--- src/rtl/echo_tone_pkg.sv ---
// Shared types and widths for the echo_tone audio stage.
// Used by echo_tone, echo_avg4 and echo_tone_if (ECHO_TONE_AVG_EN selects the filter flavour).
package echo_tone_pkg;

  localparam int CNT_W = 16;
  localparam int SUM_W = 18;
  localparam int HP_W  = 24;

  typedef enum logic {
    ST_MUTE = 1'b0,
    ST_RUN  = 1'b1
  } tone_state_t;

  // Zero-extend before shifting so SHIFT up to 8 never loses upper bits.
  function automatic logic [HP_W-1:0] half_period(input logic [CNT_W-1:0] filt,
                                                  input int unsigned      shift);
    logic [HP_W-1:0] wide;
    wide = {{(HP_W-CNT_W){1'b0}}, filt};
    return wide << shift;
  endfunction

endpackage

--- src/rtl/echo_tone_if.sv ---
// Measurement-in / tone-out bundle between the echo engine side and echo_tone.
interface echo_tone_if;
  import echo_tone_pkg::*;

  logic             en;
  logic [CNT_W-1:0] echo_cnt;
  logic             echo_vld;
  logic             audio_o;
  logic             tone_on;
  logic [HP_W-1:0]  half_per_o;
  logic [CNT_W-1:0] filt_o;

  modport master (
    output en, echo_cnt, echo_vld,
    input  audio_o, tone_on, half_per_o, filt_o
  );

  modport slave (
    input  en, echo_cnt, echo_vld,
    output audio_o, tone_on, half_per_o, filt_o
  );

endinterface

--- src/rtl/echo_avg4.sv ---
// Echo-count filter: 4-tap moving average with priming when ECHO_TONE_AVG_EN is
// defined, otherwise a plain sample register. Both give filt one edge after echo_vld.
module echo_avg4
  import echo_tone_pkg::*;
(
  input  logic             clk,
  input  logic             reset,
  input  logic             en,
  input  logic             echo_vld,
  input  logic [CNT_W-1:0] echo_cnt,
  output logic [CNT_W-1:0] filt,
  output logic             upd
);

  logic accept;
  assign accept = en & echo_vld;

`ifdef ECHO_TONE_AVG_EN

  logic [CNT_W-1:0] taps     [4];
  logic [CNT_W-1:0] taps_nxt [4];
  logic [SUM_W-1:0] sum_nxt;
  logic             primed;

  always_comb begin
    for (int i = 0; i < 4; i++) taps_nxt[i] = taps[i];
    if (accept) begin
      if (!primed) begin
        // First sample after reset or enable fills the whole window.
        for (int i = 0; i < 4; i++) taps_nxt[i] = echo_cnt;
      end else begin
        taps_nxt[0] = echo_cnt;
        for (int i = 1; i < 4; i++) taps_nxt[i] = taps[i-1];
      end
    end
    sum_nxt = SUM_W'(taps_nxt[0]) + SUM_W'(taps_nxt[1])
            + SUM_W'(taps_nxt[2]) + SUM_W'(taps_nxt[3]);
  end

  always_ff @(posedge clk) begin
    if (reset) begin
      for (int i = 0; i < 4; i++) taps[i] <= '0;
      primed <= 1'b0;
      filt   <= '0;
      upd    <= 1'b0;
    end else begin
      upd <= accept;
      if (!en) begin
        primed <= 1'b0;
      end else if (accept) begin
        primed <= 1'b1;
      end
      if (accept) begin
        for (int i = 0; i < 4; i++) taps[i] <= taps_nxt[i];
        filt <= sum_nxt[SUM_W-1:2];
      end
    end
  end

`else

  always_ff @(posedge clk) begin
    if (reset) begin
      filt <= '0;
      upd  <= 1'b0;
    end else begin
      upd <= accept;
      if (accept) begin
        filt <= echo_cnt;
      end
    end
  end

`endif

endmodule

--- src/rtl/echo_tone.sv ---
// Echo count to square-wave tone: filter (echo_avg4, ECHO_TONE_AVG_EN selects averaging),
// range check, mute/run FSM and half-period phase counter.
//
//   state   | meaning
//   --------+----------------------------------------------------------
//   ST_MUTE | audio held low, phase counter at 0, waiting for in-range update
//   ST_RUN  | audio toggles every half_per_o cycles
module echo_tone
  import echo_tone_pkg::*;
#(
  parameter logic [CNT_W-1:0] MIN_CNT = 16'd100,
  parameter logic [CNT_W-1:0] MAX_CNT = 16'd20000,
  parameter int unsigned      SHIFT   = 2
) (
  input logic        clk,
  input logic        reset,
  echo_tone_if.slave bus
);

  logic [CNT_W-1:0] filt;
  logic             upd1;

  logic [HP_W-1:0]  tgt_q;
  logic             in_rng_q;
  logic             upd2_q;

  tone_state_t      state;
  logic [HP_W-1:0]  phase_cnt;
  logic [HP_W-1:0]  half_per_q;
  logic             audio_q;
  logic             tone_q;

  echo_avg4 u_avg (
    .clk      (clk),
    .reset    (reset),
    .en       (bus.en),
    .echo_vld (bus.echo_vld),
    .echo_cnt (bus.echo_cnt),
    .filt     (filt),
    .upd      (upd1)
  );

  // Target and range are registered every cycle; upd2_q marks a fresh filter result.
  always_ff @(posedge clk) begin
    if (reset) begin
      tgt_q    <= '0;
      in_rng_q <= 1'b0;
      upd2_q   <= 1'b0;
    end else begin
      tgt_q    <= half_period(filt, SHIFT);
      in_rng_q <= (filt >= MIN_CNT) && (filt <= MAX_CNT);
      upd2_q   <= upd1;
    end
  end

  always_ff @(posedge clk) begin
    if (reset) begin
      state      <= ST_MUTE;
      phase_cnt  <= '0;
      half_per_q <= '0;
      audio_q    <= 1'b0;
      tone_q     <= 1'b0;
    end else begin
      case (state)
        ST_MUTE: begin
          audio_q   <= 1'b0;
          tone_q    <= 1'b0;
          phase_cnt <= '0;
          if (bus.en && upd2_q && in_rng_q) begin
            state      <= ST_RUN;
            tone_q     <= 1'b1;
            half_per_q <= tgt_q;
          end
        end
        ST_RUN: begin
          if (!bus.en || (upd2_q && !in_rng_q)) begin
            state     <= ST_MUTE;
            audio_q   <= 1'b0;
            tone_q    <= 1'b0;
            phase_cnt <= '0;
          end else if (phase_cnt == half_per_q - 1'b1) begin
            // New period only takes effect at a toggle, so no short half-cycle.
            audio_q    <= ~audio_q;
            phase_cnt  <= '0;
            half_per_q <= tgt_q;
          end else begin
            phase_cnt <= phase_cnt + 1'b1;
          end
        end
        default: begin
          state     <= ST_MUTE;
          audio_q   <= 1'b0;
          tone_q    <= 1'b0;
          phase_cnt <= '0;
        end
      endcase
    end
  end

  assign bus.audio_o    = audio_q;
  assign bus.tone_on    = tone_q;
  assign bus.half_per_o = half_per_q;
  assign bus.filt_o     = filt;

endmodule

--- src/flat_wrapper.sv ---
// flat-port wrapper written by rule: the top's interface ports become plain ports
module echo_tone_flat import echo_tone_pkg::*;
#(
  parameter logic [CNT_W-1:0] MIN_CNT = 16'd100,
  parameter logic [CNT_W-1:0] MAX_CNT = 16'd20000,
  parameter int unsigned      SHIFT   = 2
)
  (clk, reset, bus_en, bus_echo_cnt, bus_echo_vld, bus_audio_o, bus_tone_on, bus_half_per_o, bus_filt_o);
  echo_tone_if bus_i ();
  input logic clk;
  input logic reset;
  input wire logic [$bits(bus_i.en)-1:0] bus_en;
  input wire logic [$bits(bus_i.echo_cnt)-1:0] bus_echo_cnt;
  input wire logic [$bits(bus_i.echo_vld)-1:0] bus_echo_vld;
  output wire logic [$bits(bus_i.audio_o)-1:0] bus_audio_o;
  output wire logic [$bits(bus_i.tone_on)-1:0] bus_tone_on;
  output wire logic [$bits(bus_i.half_per_o)-1:0] bus_half_per_o;
  output wire logic [$bits(bus_i.filt_o)-1:0] bus_filt_o;
  assign bus_i.en = bus_en;
  assign bus_i.echo_cnt = bus_echo_cnt;
  assign bus_i.echo_vld = bus_echo_vld;
  assign bus_audio_o = bus_i.audio_o;
  assign bus_tone_on = bus_i.tone_on;
  assign bus_half_per_o = bus_i.half_per_o;
  assign bus_filt_o = bus_i.filt_o;
  echo_tone #(.MIN_CNT(MIN_CNT), .MAX_CNT(MAX_CNT), .SHIFT(SHIFT)) u_core (.clk(clk), .reset(reset), .bus(bus_i));
endmodule
--- config.mk ---
export PLATFORM = sky130hd
export DESIGN_NAME = echo_tone_flat
export DESIGN_NICKNAME = d
export VERILOG_FILES = /design/src/rtl/echo_tone_pkg.sv /design/src/rtl/echo_tone_if.sv /design/src/rtl/echo_avg4.sv /design/src/rtl/echo_tone.sv /design/src/flat_wrapper.sv
export SDC_FILE = /design/constraint.sdc
export NUM_CORES = 1
export LEC_CHECK = 0
export BUFFER_PORTS_ARGS = -buffer_cell sky130_fd_sc_hd__buf_2
export CELL_PAD_IN_SITES_DETAIL_PLACEMENT = 0
export CELL_PAD_IN_SITES_GLOBAL_PLACEMENT = 2
export CORE_MARGIN = 2
export CORE_UTILIZATION = 32
export CTS_BUF_LIST = sky130_fd_sc_hd__clkbuf_8
export CTS_CLUSTER_SIZE = 40
export DETAILED_ROUTE_END_ITERATION = 8
export MAX_ROUTING_LAYER = met4
export PLACE_DENSITY_LB_ADDON = 0.1
export SKIP_CTS_REPAIR_TIMING = 1
export SYNTH_ARGS = -nofsm -noshare
export SYNTH_HDL_FRONTEND = slang
export SYNTH_SLANG_ARGS = --single-unit
--- constraint.sdc ---
create_clock -name clk -period 2.73 [get_ports clk]
set_input_delay 0.273 -clock clk [delete_from_list [all_inputs] [get_ports clk]]
set_output_delay 0.273 -clock clk [all_outputs]
set_load 0.005 [all_outputs]
==> results.cfg, run 1 <==
[layout]
final_util = 0.409
synthToLayoutAreaGrowth_pct = 24.8
fill_cells = 1142
drive_gt1_frac = 0.286
nets = 486
antennaDiodeCount = 0
instances_no_fill = 609
finalInstanceArea_mm2 = 0.00443

[route]
wl_per_cell_um = 14.8
antenna_left = 0
drtIter0Drc = 73
vias_per_cell = 4.72
drc = 0
via_count = 2873
routed_wl_um = 8990
first_pass_iters = 4

[setup_path]
critPathSlowestCell = or4_4
critical_path_class = reg2reg
worstPathRequired_ns = 2.98
start_kind = register
slowest_delay_ns = 0.45
cp_cell_sequence = inv_2, ha_4, xor2_2, nand3_1, or4_4, nor4b_4, nand4b_1, nor4b_4, buf_4, o22ai_4, a22o_2
cp-end-kind = register
cp_max_fo = 8
worstPathArrival_ns = 3.02
crit_top_cell = nor4b_4

[logic_synthesis]
synthCells = 378
synth_cell_types = 54
yosys-top-cells-count = 78 x dfxtp_1, 47 x nor2_1, 21 x xnor2_1, 18 x xor2_1
synthTopCellsByArea = dfxtp_1 44%, xnor2_1 5.2%, nor2_1 5.0%, xor2_1 4.4%, o22a_1 3.9%
async_flop_share = 0
synth_area_mm2 = 0.00355
yosysTopAreaCellShare = 0.440
syn_area_per_cell_um2 = 9.39
yosysWarnings = 0
synth-edff-count = 0
synth_most_common_cell = dfxtp_1
yosysTopAreaCell = dfxtp_1
seq_area_frac_synth = 0.440
ys.flop_type = dfxtp_1
ys_seq_elements = 78

[global_route]
grt_pass1_wl_um = 14300
gr-max-usage-layer = met2
antenna_found_initial = 0
use_met3 = 0.0397
grt_max_degree = 25
grt_overflow = 0
grt_util_met1 = 0.213
met2_usage = 0.249
gr-usage-all-layers = 0.162
grt_pass1_vias = 2794

[sta]
relSlewSlack = 0.569
worst_pin_slew_ns = 0.638
final.setup.tns_ns = -0.230
fmax_mhz = 361
fin_skew_ns = 0.0111
slew_violations = 0
hold_viol_final = 0
finalSetupViolCount = 21
hold_slack_ns = 0.130
post-route-min-period_ns = 2.77
timing.final.crit_share = 1.01
rsz0062_at_grt = true
setup_slack_ns = -0.0401

[placement]
place_hpwl_um = 6770
gp_congestion = 0.808
placed_cells = 591
port_buffers = 53
detailed_place.area_mm2 = 0.00418

[clock_tree]
cts.path.max_buffers = 2
clkTransAtPathRegs_ns = 0.09
clk_latency_ns = 0.36
clockRootBuffer = clkbuf_8
cts_buffers = 9
cts_tree = built
htreeDepth = 3
clkSinkCount = 78

[floorplan]
core_mm2 = 0.0108
boundaryPins = 62
die_area_mm2 = 0.0120
die_w_um = 109
start_util = 0.327
rows = 38
die_h_um = 109

[power_and_ir_drop]
irDropWorstVdd_mv = 0.303
internal_power_mw = 1.60
leakage_nw = 1.88
swShare = 0.255
power_density_mw_per_mm2 = 484
switchingPower_mw = 0.547
pwr-share-comb = 0.063
clkPwrFrac = 0.381
pwr-share-seq = 0.555

[worst_hold_path]
hp-class = in2reg

[run_status]
outcome = finished, violations left
violations = negative setup slack

[run]
cap_viol_max_count = 0
==> area by class of cell <==
| type | count | area (um^2) | area share |
|---|---|---|---|
| Inverter | 17 | 63.8 | 0.0144 |
| Tap cell | 140 | 175 | 0.0395 |
| Multi-Input combinational cell | 264 | 1840 | 0.416 |
| Clock buffer | 10 | 138 | 0.0311 |
| Timing Repair Buffer | 94 | 598 | 0.135 |
| Clock inverter | 6 | 43.8 | 0.00989 |
| Sequential cell | 78 | 1570 | 0.354 |
==> through the flow <==
| step | setup WS [ns] | power [mW] |
|---|---|---|
| after global routing | -0.175 | 2.25 |
| after floorplan | 0.0247 | 1.30 |
| after detailed placement | -0.108 | 1.35 |
| final | -0.0401 | 2.15 |
| after CTS | -0.113 | 2.17 |
| after global placement | -0.0578 | 1.35 |
==> critical path: cells and delay by family (launching register included) <==
family                     cells  cell delay (ns)
AOI/OAI and AO/OA              2             0.39
adders and majority gates      1             0.26
buffers and inverters          2             0.22
DFF                            1             0.37
xor gates and xnor gates       1             0.12
and+or+nand+nor                5             1.30
==> metal layers <==
| layer | up-vias | part of all wire |
|---|---|---|
| met5 | - | 0 |
| met3 | 9 | 0.036 |
| met4 | 0 | 0.012 |
| li1 | 1486 | - |
| met1 | 1313 | 0.49 |
| met2 | 65 | 0.46 |
==> registers in the layout, indices dropped and copies added (netlist names) <==
register and count:
u_core.tgt_q 16, u_core.in_rng_q 1, u_core.state 1, u_core.bus.audio_o 1
u_core.bus.half_per_o 16, u_core.phase_cnt 24, u_core.upd2_q 1, u_core.u_avg.upd 1
u_core.u_avg.filt 16, u_core.bus.tone_on 1
==> cells in the final DEF (no fill, tap or decap), types with 3 or more instances in the layout <==
cell type,n
dfxtp_1,75
buf_2,53
nor2_1,47
buf_4,39
xnor2_1,21
xor2_1,17
nor2b_1,17
o22a_1,16
inv_1,15
a22o_1,15
nand2_1,12
nor3_1,11
nand3_1,11
clkbuf_8,10
nand4_1,9
conb_1,8
a21oi_1,7
o21ai_0,7
and3_1,6
nor4_1,5
nand2b_1,4
or2_2,4
o31ai_1,3
nand4b_1,3
==> final timing paths <==
check                                             start                               endpoint  slack [ns]  cells after the start
setup / recovery  u_core.bus.half_per_o[2]$_SDFFE_PP0P_  u_core.bus.half_per_o[2]$_SDFFE_PP0P_       -0.04                     11
hold / removal                          bus_echo_cnt[5]      u_core.u_avg.filt[5]$_SDFFE_PP0P_        0.13                      2
hold reg to reg             u_core.u_avg.upd$_SDFF_PP0_               u_core.upd2_q$_SDFF_PP0_        0.44                      1
setup reg to reg  u_core.bus.half_per_o[2]$_SDFFE_PP0P_  u_core.bus.half_per_o[2]$_SDFFE_PP0P_       -0.04                     11
==> cells by family (layout without fill, tap and decap cells) <==
kind of cell / after synthesis / after routing / share of synthesized area
compound gates: 64 / 65 / 0.141
mux: 2 / 2 / 0.00564
buf+inv: 44 / 127 / 0.0726
fa+ha+maj: 2 / 2 / 0.00705
xor+xnor: 40 / 40 / 0.104
other cells: 1 / 8 / 0.00106
simple gates: 147 / 147 / 0.229
flops: 78 / 78 / 0.440
==> power groups by stage <==
stage | clock (mW) | sequential [mW] | combinational, mW
final | 0.818 | 1.19 | 0.136
after global routing | 0.905 | 1.20 | 0.151
after CTS | 0.849 | 1.19 | 0.132
after detailed placement | 0 | 1.22 | 0.131
after global placement | 0 | 1.22 | 0.131
after floorplan | 0 | 1.22 | 0.0819
Note: power is estimated with default switching activity, not from simulation.
==> run 2: changes to the inputs <==
BUFFER_PORTS_ARGS = not set   (was -buffer_cell sky130_fd_sc_hd__buf_2)
CORE_UTILIZATION = 36   (was 32)
DONT_BUFFER_PORTS = 1   (was not set)
==> run 2 against run 1 <==
Against the previous run:
- flip-flop and latch count stayed put
- clock skew increased by 0.0011 ns
- routed wire length fell by 2.5%
- register-to-register slack got worse by 0.02 ns
- the flow still finishes with violations (negative setup slack)
- design area fell by 5.3%
- critical path depth down 1
- die area down 11%
==> results.cfg, run 2 (synthesis gave the netlist of run 1 again) <==
[floorplan]
die_h_um = 103
die_area_mm2 = 0.0107
boundaryPins = 62
rows = 36
die_w_um = 103
start_util = 0.367
core_mm2 = 0.00968

[power_and_ir_drop]
power_density_mw_per_mm2 = 517
total_power_mw = 2.17
irDropWorstVdd_mv = 0.489
leakage_nw = 1.65

[global_route]
grt_pass1_vias = 2646
gr-usage-all-layers = 0.175
grt_max_degree = 25
grt_pass1_wl_um = 13600
antenna_found_initial = 0
grt_overflow = 0

[route]
drc = 0
vias_per_cell = 4.93
via_count = 2703
wl_per_cell_um = 16.0
antenna_left = 0
drtIter0Drc = 104
first_pass_iters = 4
routed_wl_um = 8770

[clock_tree]
htreeDepth = 3
clkTransAtPathRegs_ns = 0.09
cts_tree = built
cts_buffers = 9
clockRootBuffer = clkbuf_8
clk_latency_ns = 0.36
clkSinkCount = 78
cts.path.max_buffers = 2

[setup_path]
worstPathRequired_ns = 3.03
reg2reg_from = u_core.bus.half_per_o[2]$_SDFFE_PP0P_
critical_path_class = reg2reg
cp-end-kind = register
cp_max_fo = 8
worstPathArrival_ns = 3.09
rr_worst_depth = 10
start_kind = register
r2r-end = u_core.bus.half_per_o[13]$_SDFFE_PP0P_
regToRegSetupSlack_ns = -0.06

[run_status]
outcome = finished, violations left
violations = negative setup slack

[run]
cap_viol_max_count = 0

[sta]
worst_pin_slew_ns = 1.12
setup_slack_ns = -0.0610
fmax_mhz = 358
rsz0062_at_grt = true
relSlewSlack = 0.251
finalSetupViolCount = 33
timing.final.crit_share = 1.02
slew_violations = 0
hold_viol_final = 0
post-route-min-period_ns = 2.79
fin_skew_ns = 0.0122

[layout]
regMostFlops = u_core.phase_cnt
instances_no_fill = 548
antennaDiodeCount = 0
layout_common_cells = 74 x dfxtp_1, 47 x nor2_1, 36 x buf_4, 21 x xnor2_1
largest_register_ffs = 24
synthToLayoutAreaGrowth_pct = 18.2
nets = 432
drive_gt1_frac = 0.195
layout_commonest_cell = dfxtp_1

[placement]
gp_congestion = 0.752
port_buffers = 0
placed_cells = 528
pre_cts_slack_ns = -0.0898
place_hpwl_um = 6410

[worst_hold_path]
hold_start = reset
hp-class = in2reg
hold_path_depth = 1
whs_endpoint = u_core.tgt_q[10]$_SDFF_PP0_
==> run 2: through the flow <==
stage               area, um^2  setup TNS [ns]  hold slack [ns]  utilization
floorplan                 3610               0            0.414            -
global placement          3880           -4.21            0.348        0.401
detailed placement        3880           -3.08            0.350        0.401
CTS                       4080           -4.17          -0.0433        0.421
global route              4200           -5.71         0.000267        0.433
finish                    4200          -0.720           0.0203        0.433
==> run 2: how the worst max path moves through the flow <==
stage / slack (ns) / startpoint / to
after floorplan: 0.02 / u_core.bus.half_per_o[2]$_SDFFE_PP0P_ / u_core.bus.half_per_o[7]$_SDFFE_PP0P_
after global placement: -0.12 / u_core.bus.half_per_o[2]$_SDFFE_PP0P_ / u_core.phase_cnt[18]$_SDFF_PP0_
after detailed placement: -0.09 / u_core.bus.half_per_o[2]$_SDFFE_PP0P_ / u_core.phase_cnt[20]$_SDFF_PP0_
after CTS: -0.12 / u_core.bus.half_per_o[2]$_SDFFE_PP0P_ / u_core.phase_cnt[14]$_SDFF_PP0_
after global routing: -0.17 / u_core.bus.half_per_o[3]$_SDFFE_PP0P_ / u_core.bus.half_per_o[7]$_SDFFE_PP0P_
final: -0.06 / u_core.bus.half_per_o[2]$_SDFFE_PP0P_ / u_core.bus.half_per_o[13]$_SDFFE_PP0P_
==> run 2: area by class of cell <==
type	instances	area, um^2
clock inverters	7	72.6
multi-input cells	264	1850
inverters	17	66.3
flip-flops and latches	78	1570
clock buffers	9	124
fillers	977	5490
repair buffers	40	345
well taps	133	166
==> run 2: per-layer routing <==
layer / track usage / routed length, um / vias up
li1: - / - / 1384
met1: 0.205 / 3910 / 1243
met2: 0.277 / 4200 / 68
met3: 0.0618 / 506 / 8
met4: 0.0658 / 148 / 0
met5: - / 0 / -
==> run 2: worst max-delay path: stages (launching register included) <==
cell       delay, ns
dfxtp_4         0.37
nor4_2          0.37
buf_4           0.18
nand3_1         0.14
xnor2_1         0.31
nor4b_4         0.26
nand4b_1        0.12
or4_4           0.48
a21oi_4         0.21
clkbuf_16       0.18
a22o_1          0.11
==> run 2: power breakdown <==
group	internal (mW)	total (mW)	switching, mW
combinational	0.0477	0.0989	0.0512
sequential	1.17	1.19	0.0261
clock	0.424	0.876	0.452
total	1.64	2.17	0.529
